File: src/rtl/router_pkg.sv
// Shared types and helpers for the router packet source.
// Header byte layout: length in [7:2], destination port in [1:0].
package router_pkg;

    localparam int HDR_LEN_W  = 6;
    localparam int HDR_DEST_W = 2;

    localparam logic [HDR_DEST_W-1:0] DEST_INVALID = 2'd3;

    typedef enum logic [2:0] {
        ST_IDLE,
        ST_LOAD,
        ST_HDR,
        ST_PAY,
        ST_PAR,
        ST_GAP
    } src_state_e;

    function automatic logic [7:0] pack_hdr(input logic [HDR_LEN_W-1:0]  len,
                                            input logic [HDR_DEST_W-1:0] dest);
        return {len, dest};
    endfunction

endpackage

File: src/rtl/router_tx_buf.sv
// 64x8 payload store: written sequentially while loading, read sequentially while sending.
// Read data is combinational from the read pointer; both pointers clear on command accept.
// No backpressure of its own: the caller gates wr_en and rd_adv.
module router_tx_buf (
    input  logic       clk,
    input  logic       rstn,
    input  logic       clr,
    input  logic       wr_en,
    input  logic [7:0] wr_data,
    input  logic       rd_adv,
    output logic [5:0] wr_ptr,
    output logic [5:0] rd_ptr,
    output logic [7:0] rd_data
);

    logic [7:0] mem_q [64];
    logic [5:0] wr_ptr_q, wr_ptr_d;
    logic [5:0] rd_ptr_q, rd_ptr_d;

    always_comb begin
        wr_ptr_d = wr_ptr_q;
        rd_ptr_d = rd_ptr_q;
        if (clr) begin
            wr_ptr_d = '0;
            rd_ptr_d = '0;
        end else begin
            if (wr_en)  wr_ptr_d = wr_ptr_q + 6'd1;
            if (rd_adv) rd_ptr_d = rd_ptr_q + 6'd1;
        end
    end

    always_ff @(posedge clk or negedge rstn) begin
        if (!rstn) begin
            wr_ptr_q <= '0;
            rd_ptr_q <= '0;
        end else begin
            wr_ptr_q <= wr_ptr_d;
            rd_ptr_q <= rd_ptr_d;
        end
    end

    // Storage needs no reset: stale bytes are unreachable once the pointers clear.
    always_ff @(posedge clk) begin
        if (wr_en) mem_q[wr_ptr_q] <= wr_data;
    end

    assign wr_ptr  = wr_ptr_q;
    assign rd_ptr  = rd_ptr_q;
    assign rd_data = mem_q[rd_ptr_q];

endmodule

File: src/rtl/router_pkt_src.sv
// Store-and-forward packet source feeding the 1x3 router: command, payload load, then header/payload/parity.
// Header appears the cycle after the last payload byte is loaded; one beat per non-busy edge after that.
// busy freezes data_out/pkt_valid in place; cmd_ready only in IDLE, pl_ready only while loading.
module router_pkt_src
    import router_pkg::*;
#(
    parameter int MAX_LEN    = 63,
    parameter int GAP_CYCLES = 2
) (
    input  logic                  clk,
    input  logic                  rstn,
    input  logic                  cmd_valid,
    output logic                  cmd_ready,
    input  logic [HDR_DEST_W-1:0] cmd_dest,
    input  logic [HDR_LEN_W-1:0]  cmd_len,
    output logic                  cmd_err,
    input  logic [7:0]            pl_data,
    input  logic                  pl_valid,
    output logic                  pl_ready,
    input  logic                  busy,
    output logic                  pkt_valid,
    output logic [7:0]            data_out,
    output logic                  done
);

    localparam logic [6:0]       MAX_LEN_L = 7'(MAX_LEN);
    localparam int               GAP_W     = (GAP_CYCLES > 1) ? $clog2(GAP_CYCLES) : 1;
    localparam logic [GAP_W-1:0] GAP_LAST  = GAP_W'(GAP_CYCLES - 1);

    src_state_e            state_q, state_d;
    logic [HDR_DEST_W-1:0] dest_q, dest_d;
    logic [HDR_LEN_W-1:0]  len_q, len_d;
    logic [7:0]            par_q, par_d;
    logic [GAP_W-1:0]      gap_q, gap_d;
    logic [7:0]            data_out_q, data_out_d;
    logic                  pkt_valid_q, pkt_valid_d;
    logic                  cmd_err_q, cmd_err_d;
    logic                  done_q, done_d;

    logic       buf_clr, buf_wr, buf_rd;
    logic [5:0] wr_ptr, rd_ptr;
    logic [7:0] rd_data;
    logic       cmd_bad;
    logic       xfer;

    router_tx_buf u_buf (
        .clk     (clk),
        .rstn    (rstn),
        .clr     (buf_clr),
        .wr_en   (buf_wr),
        .wr_data (pl_data),
        .rd_adv  (buf_rd),
        .wr_ptr  (wr_ptr),
        .rd_ptr  (rd_ptr),
        .rd_data (rd_data)
    );

    assign cmd_bad = (cmd_dest == DEST_INVALID) || (cmd_len == '0) ||
                     ({1'b0, cmd_len} > MAX_LEN_L);
    assign xfer    = !busy;

    always_comb begin
        state_d     = state_q;
        dest_d      = dest_q;
        len_d       = len_q;
        par_d       = par_q;
        gap_d       = gap_q;
        data_out_d  = data_out_q;
        pkt_valid_d = pkt_valid_q;
        cmd_err_d   = 1'b0;
        done_d      = 1'b0;
        buf_clr     = 1'b0;
        buf_wr      = 1'b0;
        buf_rd      = 1'b0;

        case (state_q)
            ST_IDLE: begin
                if (cmd_valid) begin
                    if (cmd_bad) begin
                        cmd_err_d = 1'b1;
                    end else begin
                        dest_d  = cmd_dest;
                        len_d   = cmd_len;
                        par_d   = pack_hdr(cmd_len, cmd_dest);
                        buf_clr = 1'b1;
                        state_d = ST_LOAD;
                    end
                end
            end
            ST_LOAD: begin
                if (pl_valid) begin
                    buf_wr = 1'b1;
                    par_d  = par_q ^ pl_data;
                    if (wr_ptr == len_q - 6'd1) begin
                        data_out_d  = pack_hdr(len_q, dest_q);
                        pkt_valid_d = 1'b1;
                        state_d     = ST_HDR;
                    end
                end
            end
            ST_HDR: begin
                if (xfer) begin
                    data_out_d = rd_data;
                    buf_rd     = 1'b1;
                    state_d    = ST_PAY;
                end
            end
            ST_PAY: begin
                // rd_ptr counts bytes already presented; reaching len means the last one just went.
                if (xfer) begin
                    if (rd_ptr == len_q) begin
                        data_out_d  = par_q;
                        pkt_valid_d = 1'b0;
                        state_d     = ST_PAR;
                    end else begin
                        data_out_d = rd_data;
                        buf_rd     = 1'b1;
                    end
                end
            end
            ST_PAR: begin
                if (xfer) begin
                    done_d     = 1'b1;
                    data_out_d = '0;
                    gap_d      = '0;
                    state_d    = (GAP_CYCLES == 0) ? ST_IDLE : ST_GAP;
                end
            end
            ST_GAP: begin
                if (gap_q == GAP_LAST) state_d = ST_IDLE;
                else                   gap_d   = gap_q + GAP_W'(1);
            end
            default: state_d = ST_IDLE;
        endcase
    end

    always_ff @(posedge clk or negedge rstn) begin
        if (!rstn) begin
            state_q     <= ST_IDLE;
            dest_q      <= '0;
            len_q       <= '0;
            par_q       <= '0;
            gap_q       <= '0;
            data_out_q  <= '0;
            pkt_valid_q <= 1'b0;
            cmd_err_q   <= 1'b0;
            done_q      <= 1'b0;
        end else begin
            state_q     <= state_d;
            dest_q      <= dest_d;
            len_q       <= len_d;
            par_q       <= par_d;
            gap_q       <= gap_d;
            data_out_q  <= data_out_d;
            pkt_valid_q <= pkt_valid_d;
            cmd_err_q   <= cmd_err_d;
            done_q      <= done_d;
        end
    end

    assign cmd_ready = (state_q == ST_IDLE);
    assign pl_ready  = (state_q == ST_LOAD);
    assign pkt_valid = pkt_valid_q;
    assign data_out  = data_out_q;
    assign cmd_err   = cmd_err_q;
    assign done      = done_q;

endmodule

File: config.mk
export PLATFORM = sky130hd
export DESIGN_NAME = router_pkt_src
export DESIGN_NICKNAME = d
export VERILOG_FILES = /design/src/rtl/router_pkg.sv /design/src/rtl/router_tx_buf.sv /design/src/rtl/router_pkt_src.sv
export SDC_FILE = /design/constraint.sdc
export NUM_CORES = 1
export LEC_CHECK = 0
export CAP_MARGIN = 25
export CORE_MARGIN = 3
export CORE_UTILIZATION = 43
export CTS_CLUSTER_DIAMETER = 200
export DETAILED_ROUTE_END_ITERATION = 6
export PLACE_DENSITY_LB_ADDON = 0.2
export RECOVER_POWER = 25
export SLEW_MARGIN = 20
export SYNTH_ARGS = -nofsm -noshare
export SYNTH_HDL_FRONTEND = slang
export SYNTH_SLANG_ARGS = --single-unit
export TNS_END_PERCENT = 30
File: constraint.sdc
create_clock -name clk -period 2.3 [get_ports clk]
set_input_delay 0.46 -clock clk [delete_from_list [all_inputs] [get_ports clk]]
set_output_delay 0.46 -clock clk [all_outputs]
set_load 0.02 [all_outputs]
==> results of run 1 <==
-- power groups by stage --
stage	sequential, W	combinational [W]	clock [W]
floorplan	0.0120	0.00500	0
global placement	0.0121	0.00828	0
detailed placement	0.0121	0.00832	0
CTS	0.0119	0.00898	0.00966
global route	0.0120	0.00971	0.0100
finish	0.0119	0.00912	0.00947
-- registers in the layout, indices dropped and copies added, names as in the netlist --
name,count
u_buf.wr_ptr,6
len_q,6
u_buf.mem_q,512
par_q,8
data_out,8
dest_q,2
gap_q,1
u_buf.rd_ptr,6
cmd_err,1
pkt_valid,1
state_q,3
done,1
-- Yosys cell counts (2+ instances only) --
master,count
o22ai_1,17
nor2b_1,8
mux4_2,96
nor3_1,3
dfrtp_1,43
and2_1,2
o221a_2,7
ha_1,3
buf_2,26
a22o_1,23
nand3_1,34
clkbuf_1,36
and3_1,4
o2111ai_1,7
xor2_1,15
a22oi_1,3
o21ai_1,2
or3_1,2
nor4_1,2
nand2_1,48
buf_4,5
a311oi_1,3
a211o_1,16
o22a_1,8
nor2_1,86
buf_1,8
xnor2_1,7
nand2b_1,10
mux2_2,6
o21ai_0,12
a21oi_1,29
or2_2,2
a211oi_1,3
inv_1,5
o211ai_1,23
nand4_1,3
nand3b_1,3
mux2i_1,80
edfxtp_1,512
-- how the worst max path moves through the flow --
stage                     from     endpoint  slack [ns]  cells past startpoint
6_report       u_buf.rd_ptr[1]  data_out[1]       -0.09                      8
5_1_grt        u_buf.rd_ptr[1]  data_out[1]       -0.19                      8
4_1_cts        u_buf.rd_ptr[1]  data_out[1]       -0.12                      8
3_5_place_dp   u_buf.rd_ptr[1]  data_out[4]       -0.20                     11
3_3_place_gp   u_buf.rd_ptr[1]  data_out[2]       -0.20                     11
2_1_floorplan  u_buf.rd_ptr[1]  data_out[2]        0.02                     10
-- what timing repair did --
item,CTS,global route
resized for setup,39,21
pin swaps,18,18
hold buffers,1,0
buffers inserted,22,4
hold endpoints to repair,12,0
setup endpoints to repair,49,22
cloned,1,0
-- layer usage --
metal  share of wire [%]  up-vias
li1                    -     5416
met5                   0        -
met3                 5.7       81
met2                  47      370
met4                 2.3        0
met1                  45     6362
-- cell families (layout without fill, tap and decap cells) --
| kind of cell | count (synthesis) | after routing | synth area share [%] |
|---|---|---|---|
| DFF | 555 | 555 | 73.8 |
| other | 0 | 2 | 0 |
| muxes | 182 | 182 | 13.6 |
| and+or+nand+nor | 215 | 215 | 4.43 |
| buffers and inverters | 81 | 372 | 1.63 |
| xor gates and xnor gates | 22 | 22 | 0.865 |
| AOI/OAI and AO/OA | 163 | 163 | 5.50 |
| adders and majority gates | 3 | 3 | 0.168 |
-- final cells by class --
type,count,area [sq um]
repair buffers,264,2480
well taps,672,841
diodes,2,5.00
clock buffers,70,1520
inverters,5,18.8
fillers,3992,23200
multi-input cells,585,5710
flip-flops and latches,555,16500
clock inverters,33,409
-- critical path: stages (launching register included) --
cell,delay (ns)
dfrtp_4,0.53
buf_4,0.18
buf_16,0.14
buf_4,0.16
mux4_2,0.35
a22o_1,0.29
o211ai_1,0.30
nand3_1,0.12
a22o_1,0.21
-- stage by stage --
stage	instance area [sq um]	setup WS, ns	TNS (ns)	instances
floorplan	22300	0.0184	0	1221
global placement	25000	-0.200	-18.16	2055
detailed placement	25000	-0.198	-17.01	2055
CTS	27400	-0.118	-0.696	2181
global route	27400	-0.185	-1.05	2184
finish	27400	-0.0859	-0.320	2186
==> impl_metrics.tcl, run 1 <==
set metrics [dict create \
    pin_count 34 \
    grt_overflow 0 \
    mostFrequentLayoutCells "512 x edfxtp_1, 178 x buf_4, 96 x mux4_2" \
    synth_edf_count 512 \
    nets 1490 \
    io_buffers 33 \
    synth-main-ff-cell "edfxtp_1" \
    clock-skew-final_ns 0.0121 \
    yosysWarnings 0 \
    die_x_um 234 \
    syn_area_sq_um 22300 \
    drive_gt1_share_pct 31.0 \
    syn_avg_cell_area_sq_um 18.3 \
    fin_util_pct 54.1 \
    grt_max_degree 67 \
    root_buffer "clkbuf_16" \
    place.gp.congestion 0.860 \
    p_comb_share_pct 29.9 \
    clk_pin_slew_ns 0.06 \
    criticalPathCategory "reg2reg" \
    routed_via_density 5.59 \
    maxCapViolCount 3 \
    holdWs_ns 0.362 \
    rsz0062_at_grt "yes" \
    grt_pass1_wl_um 82200 \
    worst_pin_slew_ns 1.71 \
    grtUsageMet2_pct 32.0 \
    cts.sinks 555 \
    dieArea_sq_um 54600 \
    p_leak_nw 9.42 \
    synth_top_area_share_pct 69.0 \
    yosys-top-cells-area "edfxtp_1 69%, mux4_2 9.7%, dfrtp_1 4.8%, mux2i_1 3.6%, nor2_1 1.4%" \
    clock_power_share_pct 31.0 \
    drc 0 \
    async_flop_share_pct 7.75 \
    synthCells 1221 \
    critical_path_arrival_ns 2.88 \
    cp.required_ns 2.79 \
    p_int_w 0.0218 \
    area_growth_pct 23.1 \
    hp-start "pl_data[3]" \
    htree_levels 2 \
    grt.busiest_layer "met2" \
    reg2reg_depth 8 \
    worst_slack_ns -0.0859 \
    ys_ff_latch 555 \
    drt_wl_total_um 54500 \
    vias 12200 \
    grtUsageTotal_pct 20.5 \
    slew_viol_final 59 \
    grt_pass1_vias 12600 \
    final_common_cell "edfxtp_1" \
    reg2reg_setup_slack_ns -0.09 \
    p_switching_w 0.00869 \
    die_h_um 234 \
    crit_path_max_fanout 7 \
    hold_viol 0 \
    dp_hpwl_um 35600 \
    met3_usage_pct 3.21 \
    clk_latency_ns 0.60 \
    syn-num-nets 1245 \
    ant_nets 0 \
    cp-start-kind "flip-flop" \
    swShare_pct 28.5 \
    hold_depth 1 \
    min_period_over_period_pct 104 \
    violations "capacitance limit, slew limit, setup timing" \
    crit_path_end_kind "flip-flop" \
    num_rows 82 \
    status "finished with violations" \
    finalPower_w 0.0305 \
    drtIter0Drc 1042 \
    ys_types 58 \
    period_needed_ns 2.39 \
    fmax_mhz 419 \
    seq_power_share_pct 39.1 \
    wire_per_inst_um 24.9 \
    power.density_nw_per_um2 1110 \
    dr.pass1.iters 5 \
    clk_path_buf_depth 3 \
    r2r_end "data_out[1]" \
    antenna_found_initial 1 \
    cts_tree "built" \
    slew-limit-headroom_pct -13.7 \
    worstHoldEndpoint "u_buf.mem_q[45][3]" \
    setup_viol 8 \
    synth_top_cell_by_area "edfxtp_1" \
    start_util_pct 44.0 \
    cts_buffers 55 \
    core_area_sq_um 50700 \
    yosysSeqAreaShare_pct 73.8 \
    grt_util_met1_pct 30.1 \
    rr_startpoint "u_buf.rd_ptr[1]" \
    hp-class "in2reg" \
    vdd_drop_max_uv 570 \
]
No activity file was read; power rests on OpenSTA's default activity.
==> run 2, diff against run 1 <==
--- a/config.mk
+++ b/config.mk
@@ -6,7 +6,7 @@
 export NUM_CORES = 1
 export LEC_CHECK = 0
 export CAP_MARGIN = 25
-export CORE_MARGIN = 3
+export CORE_MARGIN = 1
 export CORE_UTILIZATION = 43
 export CTS_CLUSTER_DIAMETER = 200
 export DETAILED_ROUTE_END_ITERATION = 6
==> run 2 against run 1 <==
The flow finishes with violations (DRC, capacitance limit, slew limit, setup timing). Die area fell by 3.4%. Final area fell by 0.40%. First-iteration DRC count rose by 13%. Sequential power barely moved. Critical path depth did not move. Register-to-register slack got worse by 0.04 ns. Count of clock-buffer cells in the layout did not move. Worst hold slack improved by 0.015 ns. Power fell by 0.54%. Non-clock buffer count rose by 9. Global-route usage rose by 0.69 points. Cell count rose by 0.59%. Critical path type unchanged.
==> impl_metrics.tcl, run 2 (synthesized netlist as in run 1, its figures left out) <==
set metrics [dict create \
    status "finished with violations" \
    violations "DRC, capacitance limit, slew limit, setup timing" \
    highest_layer "met4" \
    multi_input_area_sq_um 5680 \
    mostFrequentLayoutCells "512 x edfxtp_1, 188 x buf_4, 96 x mux4_2" \
    largest_register_ff_count 512 \
    holdWs_ns 0.378 \
    reg2reg_depth 8 \
    crit_path_end_kind "flip-flop" \
    drt_wl_total_um 55800 \
    m1WireLength_um 25300 \
    stdcell_count 2199 \
    dieArea_sq_um 52700 \
    root_buffer "clkbuf_16" \
    rsz0062_at_grt "yes" \
    rr_startpoint "u_buf.rd_ptr[1]" \
    place.gp.congestion 0.922 \
    slowest_delay_ns 0.51 \
    regMostFlops "u_buf.mem_q" \
    slew-limit-headroom_pct -21.0 \
    vdd_drop_max_uv 582 \
    met2RoutedLength_um 26500 \
    grt_pass1_wl_um 82000 \
    hp-class "in2async" \
    p_leak_nw 9.36 \
    antenna_cells 0 \
    criticalPathCategory "reg2reg" \
    maxCapViolCount 2 \
    p_comb_share_pct 31.1 \
    p_switching_w 0.00896 \
    min_period_over_period_pct 106 \
    dr.pass1.iters 7 \
    ant_nets 0 \
    critPathSlowestCell "mux4_2" \
    critical_path_arrival_ns 2.92 \
    dp_cells 2063 \
    fill_cells 4068 \
    fmax_mhz 412 \
    clk_latency_ns 0.61 \
    drc 2 \
    cp.required_ns 2.79 \
    die_h_um 230 \
    area_growth_pct 22.6 \
    io_buffers 33 \
    num_rows 83 \
    wl_met3_um 2850 \
    cp-start-kind "flip-flop" \
    start_util_pct 43.4 \
    worst_pin_slew_ns 1.82 \
    clock-skew-final_ns 0.0285 \
    crit_path_max_fanout 12 \
    clk_pin_slew_ns 0.07 \
    pin_count 34 \
    grt_pass1_vias 12400 \
    critPathBufInv 3 \
    r2r_end "data_out[3]" \
    dpl_worst_slack_ns -0.181 \
    vias 12400 \
    finalPower_w 0.0303 \
    cts_tree "built" \
    antenna_found_initial 0 \
    grt_overflow 0 \
    final_area_sq_um 27300 \
    cts.sinks 555 \
    clock_power_share_pct 29.5 \
    place_area_sq_um 25000 \
    cts_buffers 55 \
    wire_per_inst_um 25.4 \
    power.density_nw_per_um2 1110 \
    final_common_cell "edfxtp_1" \
    nets 1499 \
    drive_gt1_share_pct 30.9 \
    grtUsageTotal_pct 21.2 \
    reg2reg_setup_slack_ns -0.13 \
    core_area_sq_um 51300 \
    period_needed_ns 2.43 \
    clk_path_buf_depth 3 \
    seq_power_share_pct 39.3 \
    p_int_w 0.0214 \
    swShare_pct 29.5 \
    worst_slack_ns -0.128 \
    htree_levels 2 \
    hold_viol 0 \
    die_x_um 230 \
    slew_viol_final 59 \
    dp_hpwl_um 36300 \
    grt_max_degree 49 \
    drtIter0Drc 1175 \
    setup_viol 8 \
    path_delay_family "compound AO/OA/AOI/OAI gates" \
    ff_latch_area_sq_um 16500 \
    routed_via_density 5.62 \
    cp_cell_sequence "buf_4 -> buf_12 -> buf_12 -> mux4_2 -> a22o_1 -> o211ai_1 -> nand3_1 -> a22o_1" \
]
run 2: worst register-to-register path, cell delays in order (launching register included):
cell and delay [ns]:
dfrtp_4 0.49, buf_4 0.15, buf_12 0.13, buf_12 0.16
mux4_2 0.51, a22o_1 0.27, o211ai_1 0.29, nand3_1 0.13
a22o_1 0.19
run 2: power groups by stage:
stage	Combinational (W)	Sequential [W]	Clock, W
2_1_floorplan	0.00500	0.0120	0
3_3_place_gp	0.00844	0.0121	0
3_5_place_dp	0.00846	0.0121	0
4_1_cts	0.00893	0.0119	0.00912
5_1_grt	0.00999	0.0120	0.00951
6_report	0.00945	0.0119	0.00895
run 2: worst max-delay path by stage:
stage | start | cells past startpoint | slack, ns | endpoint
floorplan | u_buf.rd_ptr[1] | 10 | 0.02 | data_out[2]
global placement | pl_valid | 7 | -0.22 | u_buf.mem_q[15][3]
detailed placement | u_buf.rd_ptr[1] | 7 | -0.18 | data_out[3]
CTS | u_buf.rd_ptr[1] | 9 | -0.12 | data_out[0]
global route | u_buf.rd_ptr[1] | 9 | -0.21 | data_out[0]
finish | u_buf.rd_ptr[1] | 8 | -0.13 | data_out[3]
run 2: what timing repair did:
item                       in CTS  in global routing
cloned                          1                  3
buffers inserted               11                 19
setup endpoints to repair      11                282
resized for setup              32                 30
hold buffers                    1                  0
hold endpoints to repair       20                  0
pin swaps                       6                 15
run 2: layer usage:
layer | vias up | global-route usage (%)
li1 | 5440 | -
met1 | 6500 | 30.6
met2 | 351 | 33.8
met3 | 74 | 3.13
met4 | 0 | 5.38
met5 | - | 0
run 2: through the flow:
stage	setup TNS (ns)	util (%)
6_report	-0.729	53.3
5_1_grt	-1.33	53.3
4_1_cts	-0.730	52.7
3_5_place_dp	-18.36	48.7
3_3_place_gp	-33.06	48.7
2_1_floorplan	0	-
run 2: area by class of cell:
class	instances	share of cell area, %
multi-input cells	585	20.8
well taps	680	3.11
clock buffers	70	5.47
repair buffers	273	9.26
flip-flops and latches	555	60.2
clock inverters	31	1.08
inverters	5	0.0687
==> RTL change 1: new RTL, config.mk and constraints of run 2 <==
Re-encode `src_state_e` (6 states) as one-hot, 6 bits wide.
--- a/src/rtl/router_pkg.sv
+++ b/src/rtl/router_pkg.sv
@@ -8,11 +8,11 @@
     localparam logic [HDR_DEST_W-1:0] DEST_INVALID = 2'd3;
 
-    typedef enum logic [2:0] {
-        ST_IDLE,
-        ST_LOAD,
-        ST_HDR,
-        ST_PAY,
-        ST_PAR,
-        ST_GAP
+    typedef enum logic [5:0] {
+        ST_IDLE = 6'b000001,
+        ST_LOAD = 6'b000010,
+        ST_HDR  = 6'b000100,
+        ST_PAY  = 6'b001000,
+        ST_PAR  = 6'b010000,
+        ST_GAP  = 6'b100000
     } src_state_e;
 
Check against the original RTL: no difference found for any inputs over 4 cycles, from zero or initial values and one cycle with rstn low; so few cycles prove little.
==> RTL change 1 against run 2 <==
The run ends with max-capacitance violations, max-slew violations, negative setup slack left. Setup slack gained 0.0013 ns. Routed wire length grew 7.1%. Sequential cell count grew 3. Synthesized area grew 1.2%. Total power shrank 3.5%. Clock skew shrank 0.016 ns. Maximum frequency is essentially flat. Critical path depth is the same. Core utilization grew 2.5 points. Combinational power shrank 10%. Cell area grew 5.1%. Via count grew 5.3%. Critical endpoint is now data_out[4]. Largest cell class unchanged. Largest power group unchanged.
==> RTL change 1: results (changes against run 2) <==
Share of cells above drive strength 1 - 37.5% (was 30.9%)
Critical Path Fanout Max - 8 (was 12)
Clk tree area frac - 6.30% (was 6.55%)
Mux cell area share after synthesis - 13.1% (was 13.6%)
Cell Area, Placed - 0.0256 sq mm (was 0.0250 sq mm)
Fillers - 3996 (was 4068)
Synth top cells by count - edfxtp_1 (512), nor2_1 (101), mux4_2 (88) (was edfxtp_1 (512), mux4_2 (96), nor2_1 (86))
Final hold slack - 0.405 ns (was 0.378 ns)
First-pass GRT wire length - 86800 um (was 82000 um)
Clock skew - 0.0127 ns (was 0.0285 ns)
Tot GR Track Use - 22.4% (was 21.2%)
Async S/R FF share, synth - 8.24% (was 7.75%)
Cts repair resizes - 105 (was 32)
Ranking of synthesized cells by area - edfxtp_1 (68%), mux4_2 (8.8%), dfrtp_1 (5.0%), mux2i_1 (3.7%), nor2_1 (1.7%) (was edfxtp_1 (69%), mux4_2 (9.7%), dfrtp_1 (4.8%), mux2i_1 (3.6%), nor2_1 (1.4%))
Placed insts - 2136 (was 2063)
Setup repair bufs after CTS - 17 (was 11)
Clock power share - 31.1% (was 29.5%)
Non-clk bufs - 316 (was 273)
Area Growth Syn to Fin - 27.4% (was 22.6%)
Synth Net Count - 1279 (was 1245)
Number of distinct library cells after synthesis - 69 (was 58)
GPL Wtd Cong - 0.879 (was 0.922)
Dpl ws - -0.437 ns (was -0.181 ns)
Fin nets - 1574 (was 1499)
Worst IR Drop VDD - 0.000566 V (was 0.000582 V)
Initial antenna violation count - 1 (was 0)
Synth Register Bits - 558 (was 555)
Routed wire per std cell - 26.3 um (was 25.4 um)
Pin count of the biggest net entering global routing - 39 (was 49)
Internal power component - 0.0211 W (was 0.0214 W)
CLK BUF - 67 (was 70)
Final setup violation count - 10 (was 8)
Slew HR - -4.65% (was -21.0%)
Sequential fraction of total cell area - 57.6% (was 60.2%)
MaxCap Viol Count - 1 (was 2)
Worst R2R End - data_out[4] (was data_out[3])
Combinational group share of total power - 28.9% (was 31.1%)
Leak pwr - 9.57 nW (was 9.36 nW)
Worst setup margin - -0.127 ns (was -0.128 ns)
Status - complete, but fails checks (unchanged)
Area of the multi-input gates - 0.00638 sq mm (was 0.00568 sq mm)
Worst r2r src - u_buf.rd_ptr[0] (was u_buf.rd_ptr[1])
Mapped Avg Cell Area - 18.0 sq um (was 18.3 sq um)
Via count - 13016 (was 12365)
Cells after synthesis - 1255 (was 1221)
Max-slew violations - 21 (was 59)
Setup TNS - -0.871 ns (was -0.729 ns)
Adder-Cell Fraction of Synth Area - 0.166% (was 0.168%)
Failing checks - max-capacitance violations, max-slew violations, negative setup slack (was design-rule violations, max-capacitance violations, max-slew violations, negative setup slack)
Non-clk buf share - 10.7% (was 9.26%)
First DRT Iteration DRCs - 1272 (was 1175)
Sequential element share of the synthesized area - 73.3% (was 73.8%)
Most used DFF post-synth - edfxtp_1 (unchanged)
[RTL change 1: cell types whose count changed after synthesis, sizes merged, moves of 9 or more]
cell / run 2 / this run
o21ai: 15 / 35
inv: 5 / 15
o221ai: 0 / 20
nand2: 49 / 33
nor2: 86 / 101
nand3: 34 / 8
o211ai: 23 / 4
and3: 4 / 13
a22o: 23 / 11
a221oi: 1 / 10
a22oi: 3 / 15
[RTL change 1: worst max-delay path by stage]
stage | end | startpoint | slack (ns)
final | data_out[4] | u_buf.rd_ptr[0] | -0.13
after global routing | data_out[2] | u_buf.rd_ptr[0] | -0.18
after CTS | data_out[5] | u_buf.rd_ptr[0] | -0.13
after detailed placement | data_out[3] | u_buf.rd_ptr[0] | -0.44
after global placement | data_out[3] | u_buf.rd_ptr[0] | -0.43
after floorplan | u_buf.mem_q[17][0] | state_q[4] | -0.26
[RTL change 1: metal layers]
metal	wire length, um	global-route usage (%)
met5	0	0
met4	1360	4.84
met3	3790	4.25
met2	28200	35.5
met1	26500	32.3
==> RTL change 2: new RTL, settings of run 2 <==
Without the edit above. `GAP_CYCLES`: 2 -> 1.
--- a/src/rtl/router_pkt_src.sv
+++ b/src/rtl/router_pkt_src.sv
@@ -6,5 +6,5 @@
 #(
     parameter int MAX_LEN    = 63,
-    parameter int GAP_CYCLES = 2
+    parameter int GAP_CYCLES = 1
 ) (
     input  logic                  clk,
Formal check against the unedited RTL: no difference found for any inputs over 4 cycles, from zero or initial values and one cycle with rstn low; that may be too few to reach the edited logic, so the function may still have changed.
==> RTL change 2 against run 2 <==
The run ends with max-capacitance violations, max-slew violations, negative setup slack left. Clock power shrank 3.2%. Count of clock-buffer cells in the layout shrank 5. Hold slack gained 0.0052 ns. First-iteration DRC count shrank 5.2%. Cell area shrank 0.21%. Synthesized cell count is essentially flat. Routed wire length grew 1.4%. Setup slack lost 0.093 ns. Synthesized area grew 0.71%. Total power shrank 6.9%. Sequential cell count shrank 1. Core utilization shrank 0.22 points. Critical endpoint is now data_out[5]. Largest cell class unchanged. Highest routed layer unchanged.
==> RTL change 2: results (changes against run 2) <==
MaxCap Viol Count - 3 (was 2)
Async S/R FF share, synth - 7.58% (was 7.75%)
Compound-Gate Fraction of Synth Area - 6.07% (was 5.50%)
Final setup violation count - 8 (unchanged)
Ranking of synthesized cells by area - edfxtp_1 (69%), mux4_2 (8.8%), dfrtp_1 (4.7%), mux2i_1 (4.1%), nor2_1 (1.7%) (was edfxtp_1 (69%), mux4_2 (9.7%), dfrtp_1 (4.8%), mux2i_1 (3.6%), nor2_1 (1.4%))
First DRT Iteration DRCs - 1114 (was 1175)
Fin nets - 1499 (unchanged)
Clk. pwr - 0.00866 W (was 0.00895 W)
Tot GR Track Use - 21.3% (was 21.2%)
Status - complete, but fails checks (unchanged)
Ant diodes - 0 (unchanged)
Cell Area, Placed - 0.0250 sq mm (about the same)
Synth top cells by count - edfxtp_1 (512), nor2_1 (103), mux2i_1 (93) (was edfxtp_1 (512), mux4_2 (96), nor2_1 (86))
Setup TNS - -1.57 ns (was -0.729 ns)
Worst IR Drop VDD - 0.000601 V (was 0.000582 V)
Final HPWL from detailed placement - 36900 um (was 36300 um)
Drt first pass iters - 6 (was 7)
Synth Net Count - 1244 (was 1245)
P_sw - 0.00798 W (was 0.00896 W)
Seq pwr share - 41.7% (was 39.3%)
Critical Path Fanout Max - 8 (was 12)
Least-Margin Pin Slew - 1.84 ns (was 1.82 ns)
Non-Filler Instances - 2197 (was 2199)
Routed wire per std cell - 25.8 um (was 25.4 um)
Mapped Avg Cell Area - 18.4 sq um (was 18.3 sq um)
Max reg flops - 512 (unchanged)
Adder-Cell Fraction of Synth Area - 0.167% (was 0.168%)
Pin count of the biggest net entering global routing - 57 (was 49)
CP arrival - 3.01 ns (was 2.92 ns)
XOR/XNOR share of the synthesized area - 0.898% (was 0.865%)
Min-Delay Path Class - in2reg (was in2async)
Sequential element share of the synthesized area - 73.2% (was 73.8%)
GPL Wtd Cong - 0.901 (was 0.922)
Leak pwr - 9.21 nW (was 9.36 nW)
H-tree depth - 2 (unchanged)
First-pass GRT wire length - 82100 um (was 82000 um)
Mux cell area share after synthesis - 13.5% (was 13.6%)
Num CTS Buffers - 55 (unchanged)
Initial antenna violation count - 1 (was 0)
PortBufs - 33 (unchanged)
Clock Root Buffer - clkbuf_16 (unchanged)
Clock-pin slew of the registers on the worst-case setup and hold paths - 0.07 ns (about the same)
Reg with most FFs - u_buf.mem_q (unchanged)
Max-slew violations - 90 (was 59)
Worst r2r src - u_buf.rd_ptr[0] (was u_buf.rd_ptr[1])
Via count - 12381 (was 12365)
Worst setup margin - -0.221 ns (was -0.128 ns)
Clock skew - 0.0230 ns (was 0.0285 ns)
Register area - 0.0164 sq mm (was 0.0165 sq mm)
Fillers - 4085 (was 4068)
Number of distinct library cells after synthesis - 69 (was 58)
Placed insts - 2067 (was 2063)
Dpl ws - -0.444 ns (was -0.181 ns)
Failing checks - max-capacitance violations, max-slew violations, negative setup slack (was design-rule violations, max-capacitance violations, max-slew violations, negative setup slack)
Sequential group power - 0.0118 W
Share of cells above drive strength 1 - 30.5% (was 30.9%)
## RTL change 2: changes by cell type after synthesis, moves of 9 or more
cell	change
nand2_1	-25
nand3_1	-18
nor2_1	+17
o221ai_1	+14
a211o_1	+13
mux2i_1	+13
buf_6	+10
buf_2	-9
clkbuf_1	-9
## RTL change 2: worst max-delay path, cell delays in order (launching register included)
cell and delay [ns]:
dfrtp_4 0.47, buf_6 0.12, buf_12 0.14, buf_8 0.15, mux4_2 0.53, a211o_1 0.32
o211ai_1 0.27, buf_4 0.16, a31o_1 0.16, mux2i_1 0.07
## RTL change 2: final timing paths
kind / slack (ns) / cells after the start / endpoint
worst max-delay path: -0.22 / 9 / data_out[5]
worst min-delay path: 0.38 / 4 / par_q[3]
worst max register to register: -0.22 / 9 / data_out[5]
worst min register to register: 0.53 / 1 / dest_q[0]
max in group asynchronous: 1.38 / 3 / u_buf.rd_ptr[0]
min in group asynchronous: 0.46 / 3 / par_q[3]
## RTL change 2: per-layer routing
metal / share of wire, % / routed length, um / GRT usage [%]
met1: 46 / 26000 / 32.0
met2: 46 / 25800 / 32.3
met3: 6.5 / 3690 / 3.11
met4: 2.0 / 1150 / 6.02
met5: 0 / 0 / 0
## RTL change 2: timing repair
item                                    4_1_cts  5_1_grt
endpoints found under the hold margin        42        0
hold buffers                                  1        0
setup buffers                                 4       23
cloned                                        0        3
endpoints found under the setup margin       97       31
pin swaps                                     2       32
resized for setup                            24       50
## RTL change 2: final cells by class
cell class,instances,share of cell area (%)
well taps,680,3.12
flip-flops and latches,554,60.2
inverters,11,0.151
clock buffers,65,5.26
multi-input cells,582,20.8
repair buffers,271,9.34
clock inverters,34,1.06
